## src/rtl/clk_div_sel_if.sv

```systemverilog
// Selection request bus for clk_div_sel: valid/ready request plus done/err
// completion pulses and the currently active tap index.
interface clk_div_sel_if;
    logic [1:0] sel;
    logic       sel_valid;
    logic       sel_ready;
    logic [1:0] sel_active;
    logic       done;
    logic       err;

    modport master (
        output sel,
        output sel_valid,
        input  sel_ready,
        input  sel_active,
        input  done,
        input  err
    );

    modport slave (
        input  sel,
        input  sel_valid,
        output sel_ready,
        output sel_active,
        output done,
        output err
    );
endinterface

```

## src/rtl/clk_div_sel.sv

```systemverilog
// Glitch-free divided-clock tap selector: re-registers one divider tap and switches taps only at the all-zero boundary.
// Optional output gating via `define CLK_DIV_SEL_GATE_EN (adds input out_en).
module clk_div_sel #(
    parameter int RST_SEL = 0,
    parameter int TIMEOUT = 64
) (
    input  logic         clk,
    input  logic         rst,
    input  logic [3:0]   div_in,
`ifdef CLK_DIV_SEL_GATE_EN
    input  logic         out_en,
`endif
    clk_div_sel_if.slave bus,
    output logic         clk_out,
    output logic         rise_pulse
);

    localparam int CNT_W = $clog2(TIMEOUT + 1);
    localparam logic [CNT_W-1:0] CNT_LAST = CNT_W'(TIMEOUT - 1);
    localparam logic [1:0] SEL_RST = 2'(RST_SEL);

    typedef enum logic {
        S_IDLE,
        S_PEND
    } state_t;

    state_t           r_state;
    logic [CNT_W-1:0] r_cnt;
    logic [1:0]       r_pend_sel;
    logic [1:0]       r_sel_active;
    logic             r_sel_ready;
    logic             r_done;
    logic             r_err;
    logic             r_clk_out;
    logic             r_rise;

    logic w_tap;
    logic w_boundary;
    logic w_out_nxt;

    assign w_tap      = div_in[r_sel_active];
    assign w_boundary = (div_in == 4'b0000);

`ifdef CLK_DIV_SEL_GATE_EN
    logic r_gated;
    logic w_gated_nxt;

    // Gate state may only change while the selected tap is low, so a high phase is never cut short.
    // NOTE: always_comb assigns a default first so no latch is inferred.
    always_comb begin
        w_gated_nxt = r_gated;
        if (!w_tap) begin
            w_gated_nxt = !out_en;
        end
    end

    always_ff @(posedge clk or negedge rst) begin
        if (!rst) begin
            r_gated <= 1'b0;
        end else begin
            r_gated <= w_gated_nxt;
        end
    end

    assign w_out_nxt = w_tap & ~w_gated_nxt;
`else
    assign w_out_nxt = w_tap;
`endif

    // NOTE: sequential state uses non-blocking assignments so every register samples pre-edge values.
    always_ff @(posedge clk or negedge rst) begin
        if (!rst) begin
            r_clk_out <= 1'b0;
            r_rise    <= 1'b0;
        end else begin
            r_clk_out <= w_out_nxt;
            r_rise    <= w_out_nxt & ~r_clk_out;
        end
    end

    always_ff @(posedge clk or negedge rst) begin
        if (!rst) begin
            r_state      <= S_IDLE;
            r_cnt        <= '0;
            r_pend_sel   <= 2'b00;
            r_sel_active <= SEL_RST;
            r_sel_ready  <= 1'b1;
            r_done       <= 1'b0;
            r_err        <= 1'b0;
        end else begin
            r_done <= 1'b0;
            r_err  <= 1'b0;
            case (r_state)
                S_IDLE: begin
                    if (bus.sel_valid) begin
                        r_pend_sel <= bus.sel;
                        if (bus.sel == r_sel_active) begin
                            r_done <= 1'b1;
                        end else begin
                            r_state     <= S_PEND;
                            r_sel_ready <= 1'b0;
                            r_cnt       <= '0;
                        end
                    end
                end
                S_PEND: begin
                    // Boundary takes priority over an expiring timeout in the same cycle.
                    if (w_boundary) begin
                        r_sel_active <= r_pend_sel;
                        r_done       <= 1'b1;
                        r_state      <= S_IDLE;
                        r_sel_ready  <= 1'b1;
                    end else if (r_cnt == CNT_LAST) begin
                        r_err       <= 1'b1;
                        r_state     <= S_IDLE;
                        r_sel_ready <= 1'b1;
                    end else begin
                        r_cnt <= r_cnt + 1'b1;
                    end
                end
                default: begin
                    r_state     <= S_IDLE;
                    r_sel_ready <= 1'b1;
                end
            endcase
        end
    end

    assign bus.sel_ready  = r_sel_ready;
    assign bus.sel_active = r_sel_active;
    assign bus.done       = r_done;
    assign bus.err        = r_err;
    assign clk_out        = r_clk_out;
    assign rise_pulse     = r_rise;

endmodule

```

## src/flat_wrapper.sv

```systemverilog
// flat-port wrapper written by rule: the top's interface ports become plain ports
module clk_div_sel_flat 
#(
    parameter int RST_SEL = 0,
    parameter int TIMEOUT = 64
)
  (clk, rst, div_in, clk_out, rise_pulse, bus_sel, bus_sel_valid, bus_sel_ready, bus_sel_active, bus_done, bus_err);
  clk_div_sel_if bus_i ();
  input  logic clk;
  input  logic rst;
  input  logic [3:0] div_in;
  output logic clk_out;
  output logic rise_pulse;
  input wire logic [$bits(bus_i.sel)-1:0] bus_sel;
  input wire logic [$bits(bus_i.sel_valid)-1:0] bus_sel_valid;
  output wire logic [$bits(bus_i.sel_ready)-1:0] bus_sel_ready;
  output wire logic [$bits(bus_i.sel_active)-1:0] bus_sel_active;
  output wire logic [$bits(bus_i.done)-1:0] bus_done;
  output wire logic [$bits(bus_i.err)-1:0] bus_err;
  assign bus_i.sel = bus_sel;
  assign bus_i.sel_valid = bus_sel_valid;
  assign bus_sel_ready = bus_i.sel_ready;
  assign bus_sel_active = bus_i.sel_active;
  assign bus_done = bus_i.done;
  assign bus_err = bus_i.err;
  clk_div_sel #(.RST_SEL(RST_SEL), .TIMEOUT(TIMEOUT)) u_core (.clk(clk), .rst(rst), .div_in(div_in), .bus(bus_i), .clk_out(clk_out), .rise_pulse(rise_pulse));
endmodule
```

## config.mk

```make
export PLATFORM = sky130hd
export DESIGN_NAME = clk_div_sel_flat
export DESIGN_NICKNAME = d
export VERILOG_FILES = /design/src/rtl/clk_div_sel_if.sv /design/src/rtl/clk_div_sel.sv /design/src/flat_wrapper.sv
export SDC_FILE = /design/constraint.sdc
export NUM_CORES = 1
export LEC_CHECK = 0
export CAP_MARGIN = 20
export CORE_MARGIN = 10
export CORE_UTILIZATION = 49
export DETAILED_ROUTE_END_ITERATION = 7
export MAX_ROUTING_LAYER = met4
export PLACE_DENSITY = 0.86
export SYNTH_ARGS = -nofsm -noshare
export SYNTH_HDL_FRONTEND = slang
export SYNTH_SLANG_ARGS = --single-unit
```

## constraint.sdc

```tcl
create_clock -name clk -period 2 [get_ports clk]
set_clock_uncertainty 0.15 [all_clocks]
set_input_delay 0.3 -clock clk [delete_from_list [all_inputs] [get_ports clk]]
set_output_delay 0.3 -clock clk [all_outputs]
set_load 0.02 [all_outputs]
```

# After elaboration in Yosys (flattened, before gate mapping)
# Cells that the tools add are included.
# word_totals
reg_bits	17
wordCells	50
inputBits	9
# classes
n_reduce_logical	5
add_sub_neg	1
n_lt_le_gt_ge	1
bitwise_logic	3
mux	24
n_eq_ne	7
# op_table
operator	count
7-bit 2-to-1 mux	4
1-bit 2-to-1 mux	15
7-bit one-hot mux with 2 select lines	1
2-bit != test, second input constant	4
7-bit by 1-bit adder with 7-bit output, second input constant	1
7-bit by 6-bit == test with 1-bit output, second input constant	1
1-bit one-hot mux with 2 select lines	3
4-bit zero test	1
2-bit AND reduction	2
4-bit AND reduction	1
2-bit by 3-bit less-than comparator with 1-bit output, second input constant	1
3-bit != test, second input constant	1
3-bit AND reduction	1
1-bit binary-select mux with 2-bit select	1
2-bit == test	1
1-bit inverter	2
1-bit bitwise AND	1

# Logic depth before layout (Yosys ltp)
# Gate-level depths: netlist of the first run.
# depth
word_depth	4
ltp_mapped	6
mapped_depth_nobuf	6

# Least setup slack after synthesis of the first run
# OpenSTA, ideal clock, no wires.
# synth_path
path_type	register to register
from	register u_core.r_cnt[0]
to	register u_core.r_cnt[5]
t_required_ns	1.764
path_slack_ns	0.429
synth_period_minus_slack_ns	1.571
stages_incl_launch_ff	7
setup_ns	0.086
arrival_ns	1.335
path_cell_list	dfrtp_1 ha_1 nand3_2 o31a_4 nor2_8 inv_4 o221ai_2
# synth_between
elab_chain_len	4
elab_cells_between_ends	7
classes_between	1 x add/sub; 2 x eq/ne; 3 x mux; 1 x reduce/logical
# synth_lines
item	line	source
from (decl)	clk_div_sel.sv:28	logic [CNT_W-1:0] r_cnt;
from (signal assigned)	clk_div_sel.sv:118	r_cnt <= r_cnt + 1'b1;
7-bit by 1-bit adder with 7-bit output	clk_div_sel.sv:118	
7-bit 2-to-1 mux	clk_div_sel.sv:113	end else if (r_cnt == CNT_LAST) begin
7-bit 2-to-1 mux	clk_div_sel.sv:108	if (w_boundary) begin
7-bit one-hot mux with 2 select lines	clk_div_sel.sv:93	case (r_state)
# Several ways; a longest one is shown, not always the timed one. The select of a mux whose other input is x is not followed.
# A chain may end at the register's enable or synchronous reset.

# Worst setup path after layout of the first run
# layout_path
from	register u_core.r_sel_ready, in the netlist u_core.bus.sel_ready
to	output bus_sel_ready
# layout_rtl
item	line	source
from (decl)	clk_div_sel.sv:31	logic r_sel_ready;
from (signal assigned)	clk_div_sel.sv:87	r_sel_ready <= 1'b1;
from (signal assigned)	clk_div_sel.sv:101	r_sel_ready <= 1'b0;
from (signal assigned)	clk_div_sel.sv:112	r_sel_ready <= 1'b1;
to (decl)	flat_wrapper.sv:16	output wire logic [$bits(bus_i.sel_ready)-1:0] bus_sel_ready;
# No word-level cell between the ends.

==> impl_metrics.tcl, run 1 <==
set metrics [dict create \
    seqCellArea_um2 426.7 \
    drive_gt1_frac 0.2386 \
    n_fill_cell 113 \
    dp.cells 100 \
    critPathMaxStageDelay_ps 610 \
    yosys.area.top_type "dfrtp_1" \
    drc_errors 0 \
    multi_input_area_um2 395.4 \
    nets 99 \
    cts.sinks 17 \
    cts_buffers 3 \
    crit_type "reg -> out" \
    die_area_um2 3784 \
    io_buffers 15 \
    layout-area-overhead-vs-synth_pct 24.59 \
    critPathCaptureType "output pin" \
    grt.overflow.total 0 \
    syn_area_um2 844.6 \
    yosys.area.top_type_share 0.4741 \
    drtIter0Drc 7 \
    min-delay-path-class "in -> async" \
    peakVddDrop_mv 0.7983 \
    antenna_left 0 \
    cp_top_family "buffers and inverters" \
    antenna_found_initial 0 \
    syn_nets 78 \
    coreArea_um2 1559 \
    fp.dieW_um 61.52 \
    initial_core_util 0.5417 \
    first_pass_iters 4 \
    maxSlewHeadroom 0.6781 \
    cts_setup_buffers 0 \
    grt_max_degree 12 \
    grt_pass1_wl_um 2780 \
    cts_resized 0 \
    period_minus_slack_ps 1900 \
    dpl.hpwl_um 1370 \
    worstPathCellList "clkdlybuf4s50_1" \
    fin_cells 104 \
    rows 14 \
    path_clk_slew_ps 100 \
    setup_viol 0 \
    grtUsageTotal 0.1027 \
    hold_viol 0 \
    gp_congestion 0.7919 \
    power.total_uw 1459 \
    cts_tree "done" \
    netlist_instances 68 \
    clock_path_buffers 2 \
    clk_latency_ps 290 \
    htreeDepth 1 \
    tightest_slew_ps 478.5 \
    synth_seq_cells 17 \
    status "finished, final reports clean" \
    postSynthAreaPerCell_um2 12.42 \
    setup_tns_ps 0 \
    period_share 0.9500 \
    hold_ws_ps 177.1 \
    worst-path-max-fanout 3 \
    root_buffer "clkbuf_4" \
    rsz0062_at_grt "no" \
    routed_wl_um 1711 \
    via_per_inst 5.548 \
    postCtsHoldBufs 0 \
    die_h_um 61.52 \
    diodes 0 \
    ioPinCount 16 \
    critPathRequiredTime_ps 1550 \
    synth_cell_types 33 \
    critPathLaunchType "flop" \
    netlist_top_cells_area "dfrtp_1, mux2_2, dfstp_2, mux4_1, nand2_1" \
    crit_buf_inv 1 \
    maxCapViolCount 0 \
    fin_util 0.6750 \
    fmax_mhz 526.3 \
    power.density_nw_per_um2 1386 \
    crit_arrival_ps 1450 \
    seq_area_frac_synth 0.5052 \
    wl_per_cell_um 16.45 \
    final_max_slew_viol_count 0 \
    grt_pass1_vias 577 \
    vias 577 \
    p_leak_uw 0.0004361 \
    cp_slowest_cell "clkdlybuf4s50_1" \
    yosysWarnings 0 \
]
==> worst reg2reg max path, stage by stage, from the launching register on <==
cell      delay, ps
dfrtp_1         380
ha_1            200
nand3_2         150
o31a_4          410
nor2_8          130
inv_4            60
o221ai_2        140
==> flip-flops by register name, indices dropped and copies added (netlist names) <==
| signal | cells |
|---|---|
| u_core.clk_out | 1 |
| u_core.r_cnt | 7 |
| u_core.bus.done | 1 |
| u_core.bus.sel_active | 2 |
| u_core.bus.sel_ready | 1 |
| u_core.r_pend_sel | 2 |
| u_core.r_state | 1 |
| u_core.rise_pulse | 1 |
| u_core.bus.err | 1 |
==> power by group <==
group          internal (µW)  leakage, µW  switching (µW)  total [µW]
sequential               479     0.000211             125         604
clock                   74.3    0.0000177             110         184
combinational            350     0.000207             321         671
==> cell usage in the layout (no fill, tap or decap), types with 2 or more instances in the layout <==
master	instances
buf_4	2
clkbuf_4	3
nor4_1	2
nor2_1	3
xnor2_1	2
a22o_1	2
and3_1	2
mux2_2	5
nand2_1	6
inv_1	3
clkdlybuf4s50_1	15
dfrtp_1	16
o21ai_0	4
==> stage by stage <==
stage | setup slack (ps) | cell area [µm²]
3_3_place_gp | 62.15 | 1025
5_1_grt | 36.11 | 1052
3_5_place_dp | 2.469 | 1025
2_1_floorplan | 428.9 | 844.6
4_1_cts | 85.93 | 1052
6_report | 100.0 | 1052
==> routing by layer <==
layer | share of wire | track usage | wire length [µm]
met5 | 0 | - | 0
met3 | 0.057 | 0.03086 | 98
met4 | 0.012 | 0.06688 | 20
met1 | 0.46 | 0.1281 | 781
met2 | 0.47 | 0.1391 | 811
==> Yosys cell counts, drive strengths merged <==
| master | instances |
|---|---|
| dfrtp | 16 |
| nand2 | 6 |
| mux2 | 5 |
| inv | 4 |
| nor2 | 4 |
| o21ai | 4 |
| a22o | 2 |
| and3 | 2 |
| nand3 | 2 |
| nor4 | 2 |
| xnor2 | 2 |
| a21boi | 1 |
| a21oi | 1 |
| a31oi | 1 |
| and2 | 1 |
| buf | 1 |
| dfstp | 1 |
| ha | 1 |
| mux4 | 1 |
| nand2b | 1 |
| nand4 | 1 |
| nor2b | 1 |
| nor3 | 1 |
| o211ai | 1 |
| o221ai | 1 |
| o31a | 1 |
| o32a | 1 |
| o41a | 1 |
| o41ai | 1 |
| or3b | 1 |
==> path summary, 6_finish.rpt <==
kind | start | endpoint | slack (ps) | depth (start not counted)
worst max-delay path | u_core.bus.sel_ready | bus_sel_ready | 100 | 1
worst min-delay path | rst | u_core.r_cnt[4] | 180 | 1
worst max register to register | u_core.r_cnt[1] | u_core.r_cnt[5] | 290 | 6
worst min register to register | u_core.clk_out | u_core.rise_pulse | 280 | 1
max in group asynchronous | rst | u_core.bus.sel_active[0] | 1040 | 2
min in group clk | u_core.clk_out | u_core.rise_pulse | 280 | 1
==> final cells by class <==
type	instances	area share
Inverter	4	0.01665
Multi-Input combinational cell	46	0.3757
Clock inverter	1	0.004756
Timing Repair Buffer	17	0.1570
Sequential cell	17	0.4055
Tap cell	16	0.01902
Clock buffer	3	0.02140
==> logic make-up after synthesis <==
family | Yosys count | share of synthesized area
AOI/OAI and AO/OA | 15 | 0.1778
xor gates and xnor gates | 2 | 0.02074
adders and majority gates | 1 | 0.01481
buffers and inverters | 5 | 0.02666
DFF | 17 | 0.5052
muxes | 6 | 0.09778
and+or+nand+nor | 22 | 0.1570
Note: power is estimated with default switching activity, not from simulation.
==> inputs of run 2 (changes only) <==
--- a/config.mk
+++ b/config.mk
@@ -5,6 +5,7 @@
 export SDC_FILE = /design/constraint.sdc
 export NUM_CORES = 1
 export LEC_CHECK = 0
+export ABC_AREA = 1
 export CAP_MARGIN = 20
 export CORE_MARGIN = 10
 export CORE_UTILIZATION = 49
==> run 2 against run 1 <==
  * Power decreased by 8.6%
  * Final area down 0.12%
  * Critical endpoint unchanged
  * Final cell count rose by 38%
  * First-iteration DRC count up 57%
  * Global-route usage is 1.9 points higher
==> impl_metrics.tcl, run 2 <==
set metrics [dict create \
    status "finished, final reports clean" \
    yosys.area.top_type_share 0.4651 \
    maxCapViolCount 0 \
    multi_input_area_um2 384.1 \
    setup_tns_ps 0 \
    crit_arrival_ps 1410 \
    async_flop_share 1.000 \
    dpl.hpwl_um 1548 \
    synth_edf_count 0 \
    layout_commonest_cell "nand2_1" \
    antenna_left 0 \
    cts_resized 0 \
    io_buffers 15 \
    critPathMaxStageDelay_ps 600 \
    power.density_nw_per_um2 1269 \
    crit_start "u_core.bus.sel_ready" \
    die_h_um 61.92 \
    fp.dieW_um 61.92 \
    critPathCapture "bus_sel_ready" \
    yosys.area.top_type "dfrtp_1" \
    synth_cell_types 20 \
    postSynthAreaPerCell_um2 7.897 \
    nets 138 \
    grt_max_degree 18 \
    r2r-end "u_core.r_cnt[5]" \
    drtIter0Drc 11 \
    layout_common_cells "nand2_1, dfrtp_1, clkdlybuf4s50_1, nor2_1, nand3_1" \
    die_area_um2 3833 \
    rows 15 \
    drc_errors 0 \
    cts_setup_buffers 0 \
    r2r_cells 8 \
    path_clk_slew_ps 100 \
    wl_per_cell_um 13.53 \
    grt.overflow.total 0 \
    critPathRequiredTime_ps 1550 \
    reg2reg_from "u_core.r_cnt[0]" \
    layout-area-overhead-vs-synth_pct 22.09 \
    yosys-top-cells-count "nand2_1, dfrtp_1, nor2_1" \
    synth_seq_cells 17 \
    pre_cts_ws_ps 290.1 \
    fmax_mhz 536.6 \
    syn_nets 119 \
    postCtsHoldBufs 0 \
    via_per_inst 5.431 \
    period_minus_slack_ps 1863 \
    crit_buf_inv 1 \
    cp_slowest_cell "clkdlybuf4s50_1" \
    cts_buffers 3 \
    gp_congestion 0.8604 \
    drive_gt1_frac 0.1024 \
    htreeDepth 1 \
    grt_pass1_vias 792 \
    critPathLaunchType "flop" \
    fin_ws_ps 136.6 \
    yosysMostFrequentCell "nand2_1" \
    cp_num_cells 1 \
    largest_register "u_core.r_cnt" \
    tightest_slew_ps 331.0 \
    peakVddDrop_mv 0.8691 \
    n_fill_cell 157 \
    maxSlewHeadroom 0.7793 \
    vias 782 \
    yosys_most_used_dff "dfrtp_1" \
    worst-path-max-fanout 2 \
    cts.sinks 17 \
    min-delay-path-class "in -> async" \
    seqCellArea_um2 426.7 \
    netlist_instances 109 \
    rsz0062_at_grt "no" \
    initial_core_util 0.5096 \
    worstPathCellList "clkdlybuf4s50_1" \
    clock_path_buffers 2 \
    root_buffer "clkbuf_4" \
    p_leak_uw 0.0005102 \
    coreArea_um2 1689 \
    hold_viol 0 \
    cp_top_family "buffers and inverters" \
    antenna_found_initial 0 \
    yosysWarnings 0 \
    grt_pass1_wl_um 3374 \
    largest_reg_flops 7 \
    ioPinCount 16 \
    critPathCaptureType "output pin" \
    ff2ff_setup_slack_ps 370 \
    first_pass_iters 4 \
    cts_tree "done" \
    syn_area_um2 860.8 \
    hold_ws_ps 167.4 \
    diodes 0 \
    period_share 0.9317 \
    clk_latency_ps 290 \
    crit_type "reg -> out" \
    grtUsageTotal 0.1220 \
    setup_viol 0 \
    routed_wl_um 1948 \
    seq_area_frac_synth 0.4956 \
    netlist_top_cells_area "dfrtp_1, nand2_1, nor2_1, nand3_1, o21ai_0" \
    final_max_slew_viol_count 0 \
]
[run 2: cell count changes after synthesis, moves of 2 or more]
| cell | change |
|---|---|
| mux2_2 | -5 |
| a21oi_1 | +3 |
| nand3_1 | +9 |
| xnor2_1 | -2 |
| nor4_1 | -2 |
| o21ai_0 | +5 |
| a22o_1 | -2 |
| nand2_2 | +3 |
| nor2_1 | +11 |
| and3_1 | -2 |
| nand2_1 | +27 |
| inv_1 | +5 |
[run 2: layout make-up]
class | count | area share
sequential | 17 | 0.4060
multi-input combinational | 81 | 0.3655
timing repair buffer | 16 | 0.1500
inverter | 9 | 0.03214
clock buffer | 3 | 0.02143
tap | 17 | 0.02024
clock inverter | 1 | 0.004762
[run 2: power breakdown]
part           internal, µW  total, µW  switching (µW)
registers               467        599             132
clock network          74.4        181             106
logic                   224        554             330
total                   766       1330             568
[run 2: metrics by stage]
stage	std cells	utilization	area (µm²)	power (µW)
2_1_floorplan	109	-	860.8	961.3
3_3_place_gp	140	0.6059	1023	1124
3_5_place_dp	140	0.6059	1023	1161
4_1_cts	144	0.6222	1051	1344
5_1_grt	144	0.6222	1051	1453
6_report	144	0.6222	1051	1334
[run 2: worst min path at each step]
stage	start	endpoint	slack, ps
floorplan	rst	u_core.bus.done	-150
global placement	u_core.clk_out	u_core.rise_pulse	270
detailed placement	u_core.clk_out	u_core.rise_pulse	270
CTS	rst	u_core.r_cnt[1]	170
global route	rst	u_core.r_cnt[1]	180
finish	rst	u_core.r_cnt[1]	170
[run 2: logic make-up (layout without fill, tap and decap cells)]
| logic type | count (synthesis) | after routing | synth area share |
|---|---|---|---|
| simple gates | 66 | 66 | 0.3489 |
| compound gates | 14 | 14 | 0.08284 |
| buf+inv | 11 | 29 | 0.05813 |
| flops | 17 | 17 | 0.4956 |
| fa+ha+maj | 1 | 1 | 0.01453 |
[run 2: per-layer routing]
metal	global-route usage	vias up	part of all wire
met5	-	-	0
li1	-	385	-
met3	0.02642	6	0.044
met4	0.05732	0	0.011
met1	0.1289	363	0.44
met2	0.2123	28	0.50
